===== src/rtl/ysyx_25040111_lsu_store_pkg.sv =====
// ysyx_25040111_lsu_store_pkg: shared encodings for the store engine and lane formatter
package ysyx_25040111_lsu_store_pkg;
    typedef enum logic [1:0] {SZ_B = 2'b00, SZ_H = 2'b01, SZ_W = 2'b10, SZ_ILL = 2'b11} size_t;
    typedef enum logic [1:0] {C_OK = 2'b00, C_MIS = 2'b01, C_BUS = 2'b10, C_TMO = 2'b11} cause_t;
    typedef enum logic [1:0] {S_IDLE, S_REQ, S_RESP, S_DONE} state_t;
    localparam logic [1:0] RESP_OKAY   = 2'b00;
    localparam logic [1:0] RESP_EXOKAY = 2'b01;
    localparam logic [1:0] RESP_SLVERR = 2'b10;
    localparam logic [1:0] RESP_DECERR = 2'b11;
endpackage


===== src/rtl/ysyx_25040111_store_fmt.sv =====
// ysyx_25040111_store_fmt: lane-aligns store data, builds byte strobes, flags misalignment
module ysyx_25040111_store_fmt
    import ysyx_25040111_lsu_store_pkg::*;
(
    input  logic [1:0]  size,
    input  logic [1:0]  off,
    input  logic [31:0] data,
    output logic [31:0] wdata,
    output logic [3:0]  wstrb,
    output logic        misaligned
);
    always_comb begin
        wdata      = data << {off, 3'b000};
        wstrb      = size == SZ_B ? 4'b0001 << off :
                     size == SZ_H ? 4'b0011 << off :
                     size == SZ_W ? 4'b1111 : 4'b0000;
        misaligned = size == SZ_ILL || (size == SZ_H && off[0]) || (size == SZ_W && off != 2'b00);
    end
endmodule


===== src/rtl/ysyx_25040111_lsu_store.sv =====
// ysyx_25040111_lsu_store: performs one decoded store as a single AXI4-Lite write transaction
module ysyx_25040111_lsu_store
    import ysyx_25040111_lsu_store_pkg::*;
#(
    parameter int ADDR_W       = 32,
    parameter int RESP_TIMEOUT = 255
) (
    input  logic              clk,
    input  logic              rst_n,
    input  logic              in_valid,
    output logic              in_ready,
    input  logic [ADDR_W-1:0] in_addr,
    input  logic [31:0]       in_data,
    input  logic [1:0]        in_size,
    output logic              awvalid,
    input  logic              awready,
    output logic [ADDR_W-1:0] awaddr,
    output logic              wvalid,
    input  logic              wready,
    output logic [31:0]       wdata,
    output logic [3:0]        wstrb,
    input  logic              bvalid,
    output logic              bready,
    input  logic [1:0]        bresp,
    output logic              out_valid,
    input  logic              out_ready,
    output logic              out_err,
    output logic [1:0]        out_cause
);
    localparam int CW = RESP_TIMEOUT > 1 ? $clog2(RESP_TIMEOUT) : 1;
    localparam logic [CW-1:0] LAST = CW'(RESP_TIMEOUT - 1);

    state_t            state, state_n;
    cause_t            cause, cause_n;
    logic              aw_done, aw_done_n, w_done, w_done_n, err, err_n;
    logic [CW-1:0]     cnt, cnt_n;
    logic [ADDR_W-1:0] addr_q;
    logic [31:0]       wdata_q, f_wdata;
    logic [3:0]        wstrb_q, f_wstrb;
    logic              f_mis;

    ysyx_25040111_store_fmt u_fmt (
        .size      (in_size),
        .off       (in_addr[1:0]),
        .data      (in_data),
        .wdata     (f_wdata),
        .wstrb     (f_wstrb),
        .misaligned(f_mis)
    );

    assign in_ready  = state == S_IDLE;
    assign awvalid   = state == S_REQ && !aw_done;
    assign wvalid    = state == S_REQ && !w_done;
    assign bready    = state == S_RESP;
    assign out_valid = state == S_DONE;
    assign out_err   = err;
    assign out_cause = cause;
    assign awaddr    = addr_q;
    assign wdata     = wdata_q;
    assign wstrb     = wstrb_q;

    always_comb begin
        state_n   = state;
        aw_done_n = aw_done;
        w_done_n  = w_done;
        cnt_n     = cnt;
        err_n     = err;
        cause_n   = cause;
        case (state)
            S_IDLE: if (in_valid) begin
                aw_done_n = 1'b0;
                w_done_n  = 1'b0;
                state_n   = f_mis ? S_DONE : S_REQ;
                err_n     = f_mis;
                cause_n   = f_mis ? C_MIS : C_OK;
            end
            S_REQ: begin
                aw_done_n = aw_done | (awvalid & awready);
                w_done_n  = w_done | (wvalid & wready);
                if (aw_done_n && w_done_n) begin
                    state_n = S_RESP;
                    cnt_n   = '0;
                end
            end
            S_RESP: if (bvalid) begin
                state_n = S_DONE;
                err_n   = bresp[1];
                cause_n = bresp[1] ? C_BUS : C_OK;
            end else if (RESP_TIMEOUT != 0 && cnt == LAST) begin
                state_n = S_DONE;
                err_n   = 1'b1;
                cause_n = C_TMO;
            end else begin
                cnt_n = cnt + 1'b1;
            end
            S_DONE: if (out_ready) begin
                state_n = S_IDLE;
                err_n   = 1'b0;
                cause_n = C_OK;
            end
            default: state_n = S_IDLE;
        endcase
    end

    always_ff @(posedge clk or negedge rst_n) begin
        if (!rst_n) begin
            state   <= S_IDLE;
            aw_done <= 1'b0;
            w_done  <= 1'b0;
            cnt     <= '0;
            err     <= 1'b0;
            cause   <= C_OK;
            addr_q  <= '0;
            wdata_q <= '0;
            wstrb_q <= '0;
        end else begin
            state   <= state_n;
            aw_done <= aw_done_n;
            w_done  <= w_done_n;
            cnt     <= cnt_n;
            err     <= err_n;
            cause   <= cause_n;
            if (in_valid && in_ready) begin
                addr_q  <= in_addr;
                wdata_q <= f_wdata;
                wstrb_q <= f_wstrb;
            end
        end
    end
endmodule

===== config.mk =====
export PLATFORM = sky130hd
export DESIGN_NAME = ysyx_25040111_lsu_store
export DESIGN_NICKNAME = d
export VERILOG_FILES = /design/src/rtl/ysyx_25040111_lsu_store_pkg.sv /design/src/rtl/ysyx_25040111_store_fmt.sv /design/src/rtl/ysyx_25040111_lsu_store.sv
export SDC_FILE = /design/constraint.sdc
export NUM_CORES = 1
export LEC_CHECK = 0
export ABC_AREA = 0
export BUFFER_PORTS_ARGS = -buffer_cell sky130_fd_sc_hd__buf_2
export CAP_MARGIN = 20
export CORE_MARGIN = 2
export CORE_UTILIZATION = 55
export CTS_BUF_LIST = sky130_fd_sc_hd__clkbuf_8
export DETAILED_ROUTE_END_ITERATION = 7
export GPL_TIMING_DRIVEN = 1
export PLACE_DENSITY = 0.88
export SYNTH_ARGS = -nofsm -noshare
export SYNTH_HDL_FRONTEND = slang
export SYNTH_SLANG_ARGS = --single-unit

===== constraint.sdc =====
create_clock -name clk -period 5.3 [get_ports clk]
set_input_delay 0.265 -clock clk [delete_from_list [all_inputs] [get_ports clk]]
set_output_delay 0.265 -clock clk [all_outputs]
set_load 0.1 [all_outputs]

# After elaboration in Yosys (flattened, before gate mapping)
# Index checks and enable logic that the tools add are counted.
dict set report totals {
  reg_bits 83
  inputBits 75
  wordCells 77
}
dict set report op_classes {
  addsub 1
  n_eq_ne 13
  shifts 3
  n_mux 27
  bitwise_logic 4
  reduce_logical 20
}
# op n
set ops {}
lappend ops {{$shl 32x5->32} 1}
lappend ops {{$mux 8} 3}
lappend ops {{$mux 2} 9}
lappend ops {{$pmux 8 s2} 1}
lappend ops {{$mux 4} 3}
lappend ops {{$reduce_and 4->1} 3}
lappend ops {{$add 8x1->8 const B} 1}
lappend ops {{$eq 2x2->1 const B} 4}
lappend ops {{$eq 8x8->1 const B} 1}
lappend ops {{$pmux 2 s4} 1}
lappend ops {{$logic_and 1x1->1} 6}
lappend ops {{$mux 1} 6}
lappend ops {{$ne 2x2->1 const B} 3}
lappend ops {{$pmux 2 s3} 1}
lappend ops {{$reduce_bool 2->1} 3}
lappend ops {{$eq 2x1->1 const B} 2}
lappend ops {{$logic_not 2->1} 2}
lappend ops {{$ne 2x1->1 const B} 2}
lappend ops {{$pmux 1 s2} 2}
lappend ops {{$shl 1x2->4 const A} 1}
lappend ops {{$shl 2x2->4 const A} 1}
lappend ops {{$ne 3x2->1 const B} 1}
lappend ops {{$pmux 1 s3} 1}
lappend ops {{$reduce_bool 3->1} 1}
lappend ops {{5 further kinds} 9}

# Longest topological paths before layout
# Gate-level depths: netlist (run 1).
dict set report depth {
  depth_word 7
  ltp_mapped 9
  depth_no_buf 6
}

# Modules after synthesis
# A second synthesis (run 1) with hierarchy kept.
dict set report hier_totals {
  hier_cells 329
  area_unflattened_um2 4126.5
}
# mod instances cells_per_inst area_each_um2
set modules_own_cells {}
lappend modules_own_cells {ysyx_25040111_lsu_store 1 247 3459.6}
lappend modules_own_cells {ysyx_25040111_store_fmt 1 82 666.9}

# Worst setup path after synthesis (run 1)
# OpenSTA, ideal clock, no wires.
dict set report synth_timing {
  path_type {flip-flop to flip-flop}
  startpoint {register state[0]}
  endpoint {register cnt[7]}
  setup_ns 0.126
  arrival_time_ns 2.483
  required_ns 5.174
  setup_slack_ns 2.691
  stages_incl_launch_ff 7
  synth_period_minus_slack_ns 2.609
  path_cell_list {dfrtp_1 inv_1 ha_1 nand2b_4 or3_4 or3_1 a221o_1}
}
dict set report synth_via {
  word_cells_on_any_way 15
  cone_classes {5 x eq/ne; 1 x mux; 4 x bitwise; 5 x reduce/logical}
}
# item line
set synth_lines {}
lappend synth_lines {{from (decl)} ysyx_25040111_lsu_store.sv:33} ;# state_t state, state_n;
lappend synth_lines {{from (signal assigned)} ysyx_25040111_lsu_store.sv:117} ;# state <= state_n;
lappend synth_lines {{$eq 2x2->1 (*)} --}
lappend synth_lines {{net bready} ysyx_25040111_lsu_store.sv:23} ;# output logic bready,
lappend synth_lines {{$ne 2x2->1 (no line) / $reduce_bool 2->1 (equally long branches)} --}
lappend synth_lines {{$reduce_and 4->1 (no line)} --}
lappend synth_lines {{to (signal assigned)} ysyx_25040111_lsu_store.sv:120} ;# cnt <= cnt_n;
lappend synth_lines {{to (decl)} ysyx_25040111_lsu_store.sv:36} ;# logic [CW-1:0] cnt, cnt_n;
# The timed path passes the listed nets; every way through them passes the cells marked *.
# A chain may end at the register's enable or synchronous reset.

# Final worst setup path (run 1)
dict set report layout_timing {
  startpoint {register state[1]}
  endpoint {register wdata_q[0], in the netlist wdata[0]}
}
dict set report layout_via {
  elab_chain_cells 2
}
# item line
set layout_rtl {}
lappend layout_rtl {{$logic_not 2->1} ysyx_25040111_lsu_store.sv:51} ;# assign in_ready = state == S_IDLE;
lappend layout_rtl {{$logic_and 1x1->1} ysyx_25040111_lsu_store.sv:123} ;# if (in_valid && in_ready) begin
lappend layout_rtl {{to (signal assigned)} ysyx_25040111_lsu_store.sv:125} ;# wdata_q <= f_wdata;
lappend layout_rtl {{to (decl)} ysyx_25040111_lsu_store.sv:38} ;# logic [31:0] wdata_q, f_wdata;
# No other way between the ends.

==> flow_summary.yaml, run 1 <==
die:
  core-area_mm2: 0.00718
  die-width_um: 89.5
  rows: 31
  ioPinCount: 151
  initial_core_util_pct: 56.0
  dieArea_mm2: 0.00800
  dieHeight_um: 89.5
global_route:
  globalRouteTotalUtil_pct: 24.4
  overflow: 0
  grt_pass1_vias: 3124
  antenna_found_initial: 0
  grt_pass1_wl_um: 14600
  grt_max_degree: 84
layout:
  fill_cells: 528
  stdcell_area_mm2: 0.00501
  layout.cells.non_filler: 608
  n_antenna_cell: 0
  nets: 590
  area_delta_synth_final_pct: 24.8
  layout-drive-gt1-share_pct: 41.8
flow_run:
  drv_cap: 0
worst_setup_path:
  critPathLaunchType: "register"
  worstPathArrival_ns: 2.75
  worstPathRequired_ns: 5.59
  cp-end-kind: "register"
  crit_path_max_fanout: 83
  path_class: "register to register"
clock_network:
  clock_path_buffers: 2
  path_clk_slew_ns: 0.10
  cts_buffers: 9
  cts-htree-levels: 3
  clock-sinks: 83
  cts_tree: "done"
  cts_resized: 0
  root_buffer: "clkbuf_8"
  clk_latency_ns: 0.36
placement:
  place.detailed.hpwl_um: 7020
  io_buffers: 149
  routabilityCongestion: 0.839
  place_inst: 590
  dpl_cell_area_mm2: 0.00479
sta:
  slew_viol_final: 0
  worst_pin_slew_ns: 0.905
  holdWs_ns: 0.122
  setup-violations-final: 0
  period_needed_ns: 2.45
  fmax_mhz: 407
  hold_viol_final: 0
  setup-tns-final_ns: 0
  fin_skew_ns: 0.0127
  max-slew-margin-rel_pct: 39.2
  finalCritPeriodShare_pct: 46.3
  rsz0062_at_grt: "false"
routing:
  routed_wl_um: 9540
  wl_per_cell_um: 15.7
  drc: 0
  post_drt_via_cell_ratio: 5.51
  drtIter0Drc: 130
  firstDrtPassIters: 4
  route.vias.total: 3349
  drtAntennaViolNets: 0
yosys:
  synth_cell_types: 47
  synth_edf_count: 0
  synth_seq_area_share_pct: 51.7
  ys_ff_latch: 83
  synth_ff_type: "dfrtp_1"
  syn_inst: 362
  ys.warnings.count: 0
  async_flop_share_pct: 100
  syn_nets: 448
  avgSynthCellArea_um2: 11.1
  synth.cell_area_mm2: 0.00402
min_path:
  hold_path_class: "input pin to register"
run_status:
  status: "finished, final reports clean"
[worst max-delay path, cell delays in order, from the launching register on]
cell	delay (ns)
dfrtp_1	0.41
inv_1	0.13
ha_1	0.35
nand2_2	0.06
buf_4	0.35
nor3_1	0.81
a22o_1	0.24
[registers in the layout, indices dropped and copies added (netlist names)]
register and count:
awaddr 32, state 2, cnt 8, aw_done 1, out_cause 2, out_err 1
w_done 1, wdata 32, wstrb 4
[Yosys cell counts, types with 2 or more instances]
master,count,area (um2)
dfrtp_1,83,2080
mux2_2,39,439
nand2_1,31,116
o21ai_0,28,140
a21oi_1,27,135
mux2i_1,21,210
inv_1,13,48.8
ha_1,11,138
nor2_1,11,41.3
nor2b_1,11,68.8
clkbuf_1,9,33.8
a211oi_1,8,60.1
a22o_1,8,70.1
buf_2,7,35.0
nor3_1,6,30.0
and2_1,4,25.0
nand3_1,4,20.0
a221o_1,3,30.0
buf_4,3,22.5
nor4_1,3,18.8
o31ai_1,3,22.5
a211o_1,2,17.5
a21o_1,2,15.0
a31oi_1,2,12.5
[cell type report]
class                           instances  area, um2  share of cell area [%]
Sequential cell                        83       2080                    41.4
Clock inverter                          7       58.8                    1.17
Tap cell                               99        124                    2.47
Inverter                               13       48.8                   0.974
Clock buffer                            9        124                    2.47
Multi-Input combinational cell        245       1790                    35.6
Timing Repair Buffer                  152        793                    15.8
[cell usage in the layout (no fill, tap or decap), drive strengths merged, types with 6 or more instances in the layout]
cell type,count
a22o,8
o21ai,29
clkbuf,9
nor2b,11
buf,151
nor3,6
nor2,11
mux2i,21
a21oi,27
nand2,31
mux2,39
ha,11
a211oi,8
dfrtp,83
inv,16
[worst paths after layout]
path | from | endpoint | slack, ns | cells past startpoint
worst max-delay path | state[1] | wdata[0] | 2.85 | 6
worst min-delay path | in_addr[3] | awaddr[3] | 0.12 | 2
worst max register to register | state[1] | wdata[0] | 2.85 | 6
worst min register to register | wdata[17] | wdata[17] | 0.48 | 2
max in group asynchronous | rst_n | wdata[27] | 4.31 | 3
min in group asynchronous | rst_n | wstrb[0] | 0.40 | 2
[per-layer routing]
metal / share of wire (%) / vias to the layer above / global-route usage (%) / routed length, um
li1: - / 1585 / - / -
met1: 40 / 1603 / 30.6 / 3860
met2: 50 / 142 / 39.9 / 4790
met3: 7.3 / 19 / 7.66 / 699
met4: 2.0 / 0 / 8.96 / 193
met5: 0 / - / 0 / 0
[through the flow]
stage	util (%)	setup slack (ns)
after global placement	66.8	2.88
after detailed placement	66.8	2.85
final	69.9	2.85
after floorplan	-	2.69
after CTS	69.3	2.84
after global routing	69.9	2.57
[repair_timing]
item,4_1_cts,5_1_grt
hold buffers,0,1
hold endpoints to repair,0,35
setup buffers,0,0
[logic make-up (layout without fill, tap and decap cells)]
group | after synthesis | after routing | synth area share (%)
AND/OR/NAND/NOR | 83 | 83 | 10.7
buffers and inverters | 34 | 181 | 3.86
adder cells (fa/ha/maj) | 11 | 11 | 3.43
multiplexers | 60 | 60 | 16.2
flip-flops | 83 | 83 | 51.7
AO/OA/AOI/OAI | 91 | 91 | 14.1
Power of run 1 is not shown: default switching activity piles up to over one toggle a cycle in this logic, so the estimate is an artifact.
==> run 2, diff against run 1 <==
--- a/config.mk
+++ b/config.mk
@@ -5,15 +5,15 @@
 export SDC_FILE = /design/constraint.sdc
 export NUM_CORES = 1
 export LEC_CHECK = 0
-export ABC_AREA = 0
+export ABC_AREA = 1
 export BUFFER_PORTS_ARGS = -buffer_cell sky130_fd_sc_hd__buf_2
 export CAP_MARGIN = 20
 export CORE_MARGIN = 2
-export CORE_UTILIZATION = 55
+export CORE_UTILIZATION = 46
 export CTS_BUF_LIST = sky130_fd_sc_hd__clkbuf_8
 export DETAILED_ROUTE_END_ITERATION = 7
 export GPL_TIMING_DRIVEN = 1
-export PLACE_DENSITY = 0.88
+export PLACE_DENSITY = 0.78
 export SYNTH_ARGS = -nofsm -noshare
 export SYNTH_HDL_FRONTEND = slang
 export SYNTH_SLANG_ARGS = --single-unit
==> constraint.sdc (replaced) <==
create_clock -name clk -period 2.11 [get_ports clk]
set_input_delay 0.1055 -clock clk [delete_from_list [all_inputs] [get_ports clk]]
set_output_delay 0.1055 -clock clk [all_outputs]
set_load 0.1 [all_outputs]
==> run 2 against run 1 <==
Effect of this change:
- cell area increased by 8.6%
- first-iteration DRC count grew 30%
- non-clock buffer count is 34 higher
- worst hold slack got worse by 0.11 ns
- register-to-register slack worse by 2.7 ns
- cell count up 27%
- flip-flop and latch count did not move
==> flow_summary.yaml, run 2 <==
run_status:
  status: "finished, final reports clean"
die:
  initial_core_util_pct: 47.1
  dieHeight_um: 98.0
  dieArea_mm2: 0.00960
  ioPinCount: 151
  rows: 34
  die-width_um: 98.0
  core-area_mm2: 0.00864
sta:
  hold_viol_final: 0
  setup-tns-final_ns: 0
  period_needed_ns: 1.93
  setup-violations-final: 0
  finalCritPeriodShare_pct: 91.3
  slew_viol_final: 0
  worst_slack_ns: 0.185
  max-slew-margin-rel_pct: 63.6
  fmax_mhz: 519
  worst_pin_slew_ns: 0.546
  fin_skew_ns: 0.0146
  rsz0062_at_grt: "false"
clock_network:
  cts_tree: "done"
  cts-htree-levels: 3
  cts_buffers: 9
  clk_latency_ns: 0.36
  path_clk_slew_ns: 0.09
  cts_resized: 0
  clock-sinks: 83
  clock_path_buffers: 2
  root_buffer: "clkbuf_8"
global_route:
  overflow: 0
  grt_pass1_wl_um: 17800
  globalRouteTotalUtil_pct: 22.8
  grt_pass1_vias: 3811
  grt_max_degree: 43
  antenna_found_initial: 0
yosys:
  synth_top_cell_by_area: "dfrtp_1"
  synth_xor_area_share_pct: 0
  synth_seq_area_share_pct: 51.1
  synth-compound-area-share_pct: 11.5
  ys.warnings.count: 0
  yosysMostFrequentCell: "nand2_1"
  syn_inst: 479
  syn_nets: 565
  synthSimpleGateAreaFrac_pct: 27.2
  synth_fa_ha_area_share_pct: 3.39
  synth_ff_type: "dfrtp_1"
  synth_edf_count: 0
  synth.cell_area_mm2: 0.00406
  ys_ff_latch: 83
  synth_cell_types: 30
  synth_top_family_by_area: "simple AND/OR/NAND/NOR gates"
  synth_top_cell_area_share_pct: 51.1
  async_flop_share_pct: 100
  yosys-mux-area-fraction_pct: 1.72
  avgSynthCellArea_um2: 8.48
  yosys-top-cells-area: "dfrtp_1, nand2_1, o21ai_0"
  synth_common_cells: "nand2_1, dfrtp_1, o21ai_0"
routing:
  route.vias.total: 3878
  drtIter0Drc: 169
  drtAntennaViolNets: 0
  post_drt_via_cell_ratio: 5.04
  routed_wl_um: 10700
  drc: 0
  wl_per_cell_um: 13.9
  firstDrtPassIters: 5
placement:
  routabilityCongestion: 0.868
  place.detailed.hpwl_um: 7200
  place_inst: 723
  io_buffers: 149
  place_ws_ns: 0.184
layout:
  n_antenna_cell: 0
  layout.cells.non_filler: 770
  layout-drive-gt1-share_pct: 31.4
  area_delta_synth_final_pct: 33.9
  nets: 743
  final_cell_mix: "nand2_1, buf_2, dfrtp_1"
  final_common_cell: "nand2_1"
  fill_cells: 734
worst_setup_path:
  worstPathRequired_ns: 2.41
  crit_path_max_fanout: 24
  path_class: "register to register"
  worstPathArrival_ns: 2.22
  slowest_delay_ns: 0.43
  path_cells: "inv_1, ha_2, nand2_2, nor2_4, inv_4, o22ai_1, o21ai_0, nand2_1"
  crit_slowest_cell: "dfrtp_1"
  cp-end-kind: "register"
  r2r_slack_ns: 0.18
  critPathLaunchType: "register"
flow_run:
  drv_cap: 0
min_path:
  hold_path_class: "input pin to register"
[run 2: changes by cell type in the layout (fill, tap and decap cells not counted), sizes merged, moves of 15 or more]
cell / previous run / this run
nand2: 31 / 218
mux2: 39 / 0
dlygate4sd3: 1 / 31
a21oi: 27 / 4
or2: 0 / 16
o211ai: 0 / 15
[run 2: timing repair]
action,CTS,global route
hold endpoints to repair,71,0
buffers inserted,0,0
hold buffers,31,0
[run 2: logic make-up after synthesis]
kind of cell,count (synthesis)
adders and majority gates,11
muxes,7
buffers and inverters,43
DFF,83
AOI/OAI and AO/OA,67
and+or+nand+nor,268
[run 2: path summary, 6_finish.rpt]
kind | startpoint | to | cells past startpoint
hold reg to reg | awaddr[4] | awaddr[4] | 2
setup reg to reg | state[0] | wstrb[1] | 8
max in group asynchronous | rst_n | wdata[21] | 3
setup / recovery | state[0] | wstrb[1] | 8
min in group asynchronous | rst_n | aw_done | 2
hold / removal | in_data[17] | wdata[25] | 3
[run 2: per-stage QoR]
stage                     area [um2]  utilization (%)  hold WS [ns]
final                           5440             63.0        0.0150
after global routing            5440             63.0        0.0247
after CTS                       5440             63.0       0.00108
after detailed placement        4900             56.8         0.129
after global placement          4900             56.8         0.125
after floorplan                 4070                -        -0.190
[run 2: critical path: cells and delay by family, from the launching register on]
kind | cells | cell delay (ns)
buffers and inverters | 2 | 0.30
flip-flops | 1 | 0.43
AO/OA/AOI/OAI | 2 | 0.24
adder cells (fa/ha/maj) | 1 | 0.24
AND/OR/NAND/NOR | 3 | 0.66
[run 2: area by class of cell]
class | instances | area, um2 | share of cell area (%)
Clock inverter | 7 | 106 | 1.95
Clock buffer | 9 | 124 | 2.28
Inverter | 24 | 97.6 | 1.79
Multi-Input combinational cell | 353 | 1790 | 32.8
Timing Repair Buffer | 186 | 1120 | 20.5
Tap cell | 108 | 135 | 2.48
Sequential cell | 83 | 2080 | 38.2
[run 2: routing by layer]
layer  wire [um]  track usage (%)
met1        4630             29.0
met2        5120             37.8
met3         746             6.59
met4         195             7.26
met5           0                0
Power of run 2 is left out for the same reason.
==> run 3, diff against run 2 <==
--- a/config.mk
+++ b/config.mk
@@ -5,7 +5,6 @@
 export SDC_FILE = /design/constraint.sdc
 export NUM_CORES = 1
 export LEC_CHECK = 0
-export ABC_AREA = 1
 export BUFFER_PORTS_ARGS = -buffer_cell sky130_fd_sc_hd__buf_2
 export CAP_MARGIN = 20
 export CORE_MARGIN = 2
@@ -13,7 +12,7 @@
 export CTS_BUF_LIST = sky130_fd_sc_hd__clkbuf_8
 export DETAILED_ROUTE_END_ITERATION = 7
 export GPL_TIMING_DRIVEN = 1
-export PLACE_DENSITY = 0.78
+export PLACE_DENSITY = 0.79
 export SYNTH_ARGS = -nofsm -noshare
 export SYNTH_HDL_FRONTEND = slang
 export SYNTH_SLANG_ARGS = --single-unit
==> run 3 against run 2 <==
Effect of this change:
- non-clock buffer count up 8
- die area down 1.1%
- critical path depth down 2
- sequential share of layout area down 0.31 points
- count of clock-buffer cells in the layout unchanged
- global-route usage up 0.85 points
- flip-flop and latch count unchanged
- routed wire length up 2.0%
- register-to-register slack about the same
- clock skew down 0.0045 ns
- first-iteration DRC count down 15%
==> flow_summary.yaml, run 3 (same netlist as run 1, synthesis figures left out) <==
clock_network:
  cts_tree: "done"
  cts-htree-levels: 3
  clk_latency_ns: 0.35
  root_buffer: "clkbuf_8"
  cts_buffers: 9
  clock_path_buffers: 2
  path_clk_slew_ns: 0.09
  clock-sinks: 83
  cts_setup_buffers: 0
routing:
  routed_wl_um: 10900
  firstDrtPassIters: 4
  wl_per_cell_um: 16.5
  route.vias.total: 3516
  drtAntennaViolNets: 0
  post_drt_via_cell_ratio: 5.34
  drc: 0
  drtIter0Drc: 143
placement:
  routabilityCongestion: 0.867
  dpl_cell_area_mm2: 0.00494
  io_buffers: 149
  place_ws_ns: 0.205
  place.detailed.hpwl_um: 7460
sta:
  setup-violations-final: 0
  hold_viol_final: 0
  period_needed_ns: 1.93
  fmax_mhz: 518
  worst_slack_ns: 0.180
  max-slew-margin-rel_pct: 60.9
  slew_viol_final: 0
  setup-tns-final_ns: 0
  worst_pin_slew_ns: 0.585
  fin_skew_ns: 0.0101
  holdWs_ns: 0.0241
  rsz0062_at_grt: "false"
  finalCritPeriodShare_pct: 91.5
run_status:
  status: "finished, final reports clean"
worst_setup_path:
  path_class: "register to register"
  worstPathArrival_ns: 2.17
  critPathLaunchType: "register"
  crit_path_max_fanout: 6
  cp-end-kind: "register"
  worstPathRequired_ns: 2.35
global_route:
  grt_max_degree: 49
  antenna_found_initial: 0
  grt_pass1_vias: 3669
  grt_pass1_wl_um: 18000
  overflow: 0
  globalRouteTotalUtil_pct: 23.7
min_path:
  hold_path_class: "input pin to register"
layout:
  stdcell_area_mm2: 0.00549
  layout-drive-gt1-share_pct: 41.0
  n_antenna_cell: 0
  final_cell_mix: "buf_2, dfrtp_1, mux2_2"
  area_delta_synth_final_pct: 36.6
  final_common_cell: "buf_2"
  nets: 632
die:
  rows: 34
  core-area_mm2: 0.00859
  dieArea_mm2: 0.00949
  dieHeight_um: 97.4
  ioPinCount: 151
  die-width_um: 97.4
  initial_core_util_pct: 46.7
flow_run:
  drv_cap: 0
[run 3: path summary, 6_finish.rpt]
check / startpoint / end / slack (ns) / cells after the start
hold reg to reg: wdata[23] / wdata[23] / 0.48 / 2
setup reg to reg: state[0] / cnt[7] / 0.18 / 6
setup / recovery: state[0] / cnt[7] / 0.18 / 6
max in group asynchronous: rst_n / cnt[0] / 1.23 / 3
min in group asynchronous: rst_n / aw_done / 0.25 / 2
hold / removal: in_data[7] / wdata[7] / 0.02 / 2
[run 3: what timing repair did]
action / CTS / global route
gates resized for setup: 0 / 2
hold endpoints to repair: 68 / 0
setup endpoints to repair: 0 / 2
hold buffers: 34 / 0
[run 3: layer usage]
layer / track usage (%) / vias up / wire (um)
met4: 5.77 / 0 / 79
met2: 41.2 / 123 / 5630
met5: 0 / - / 0
met1: 29.3 / 1719 / 4520
met3: 6.62 / 9 / 675
li1: - / 1665 / -
[run 3: final cells by class]
cell class                 count  area (um2)
clock buffer                   9         124
clock inverter                 7        81.3
fill                         705        3110
inverter                      13        48.8
multi-input combinational    245        1810
sequential                    83        2080
tap                          108         135
timing repair buffer         194        1210
[run 3: worst max-delay path, stage by stage, from the launching register on]
cell      delay, ns
dfrtp_1        0.43
inv_1          0.16
ha_4           0.17
nand2b_4       0.07
or3_4          0.37
or3_1          0.31
a221o_1        0.30
[run 3: through the flow]
| step | util, % | std cells |
|---|---|---|
| 2_1_floorplan | - | 362 |
| 3_3_place_gp | 57.4 | 609 |
| 3_5_place_dp | 57.4 | 609 |
| 4_1_cts | 63.8 | 659 |
| 5_1_grt | 63.8 | 659 |
| 6_report | 63.8 | 659 |
Power of run 3 is left out for the same reason.
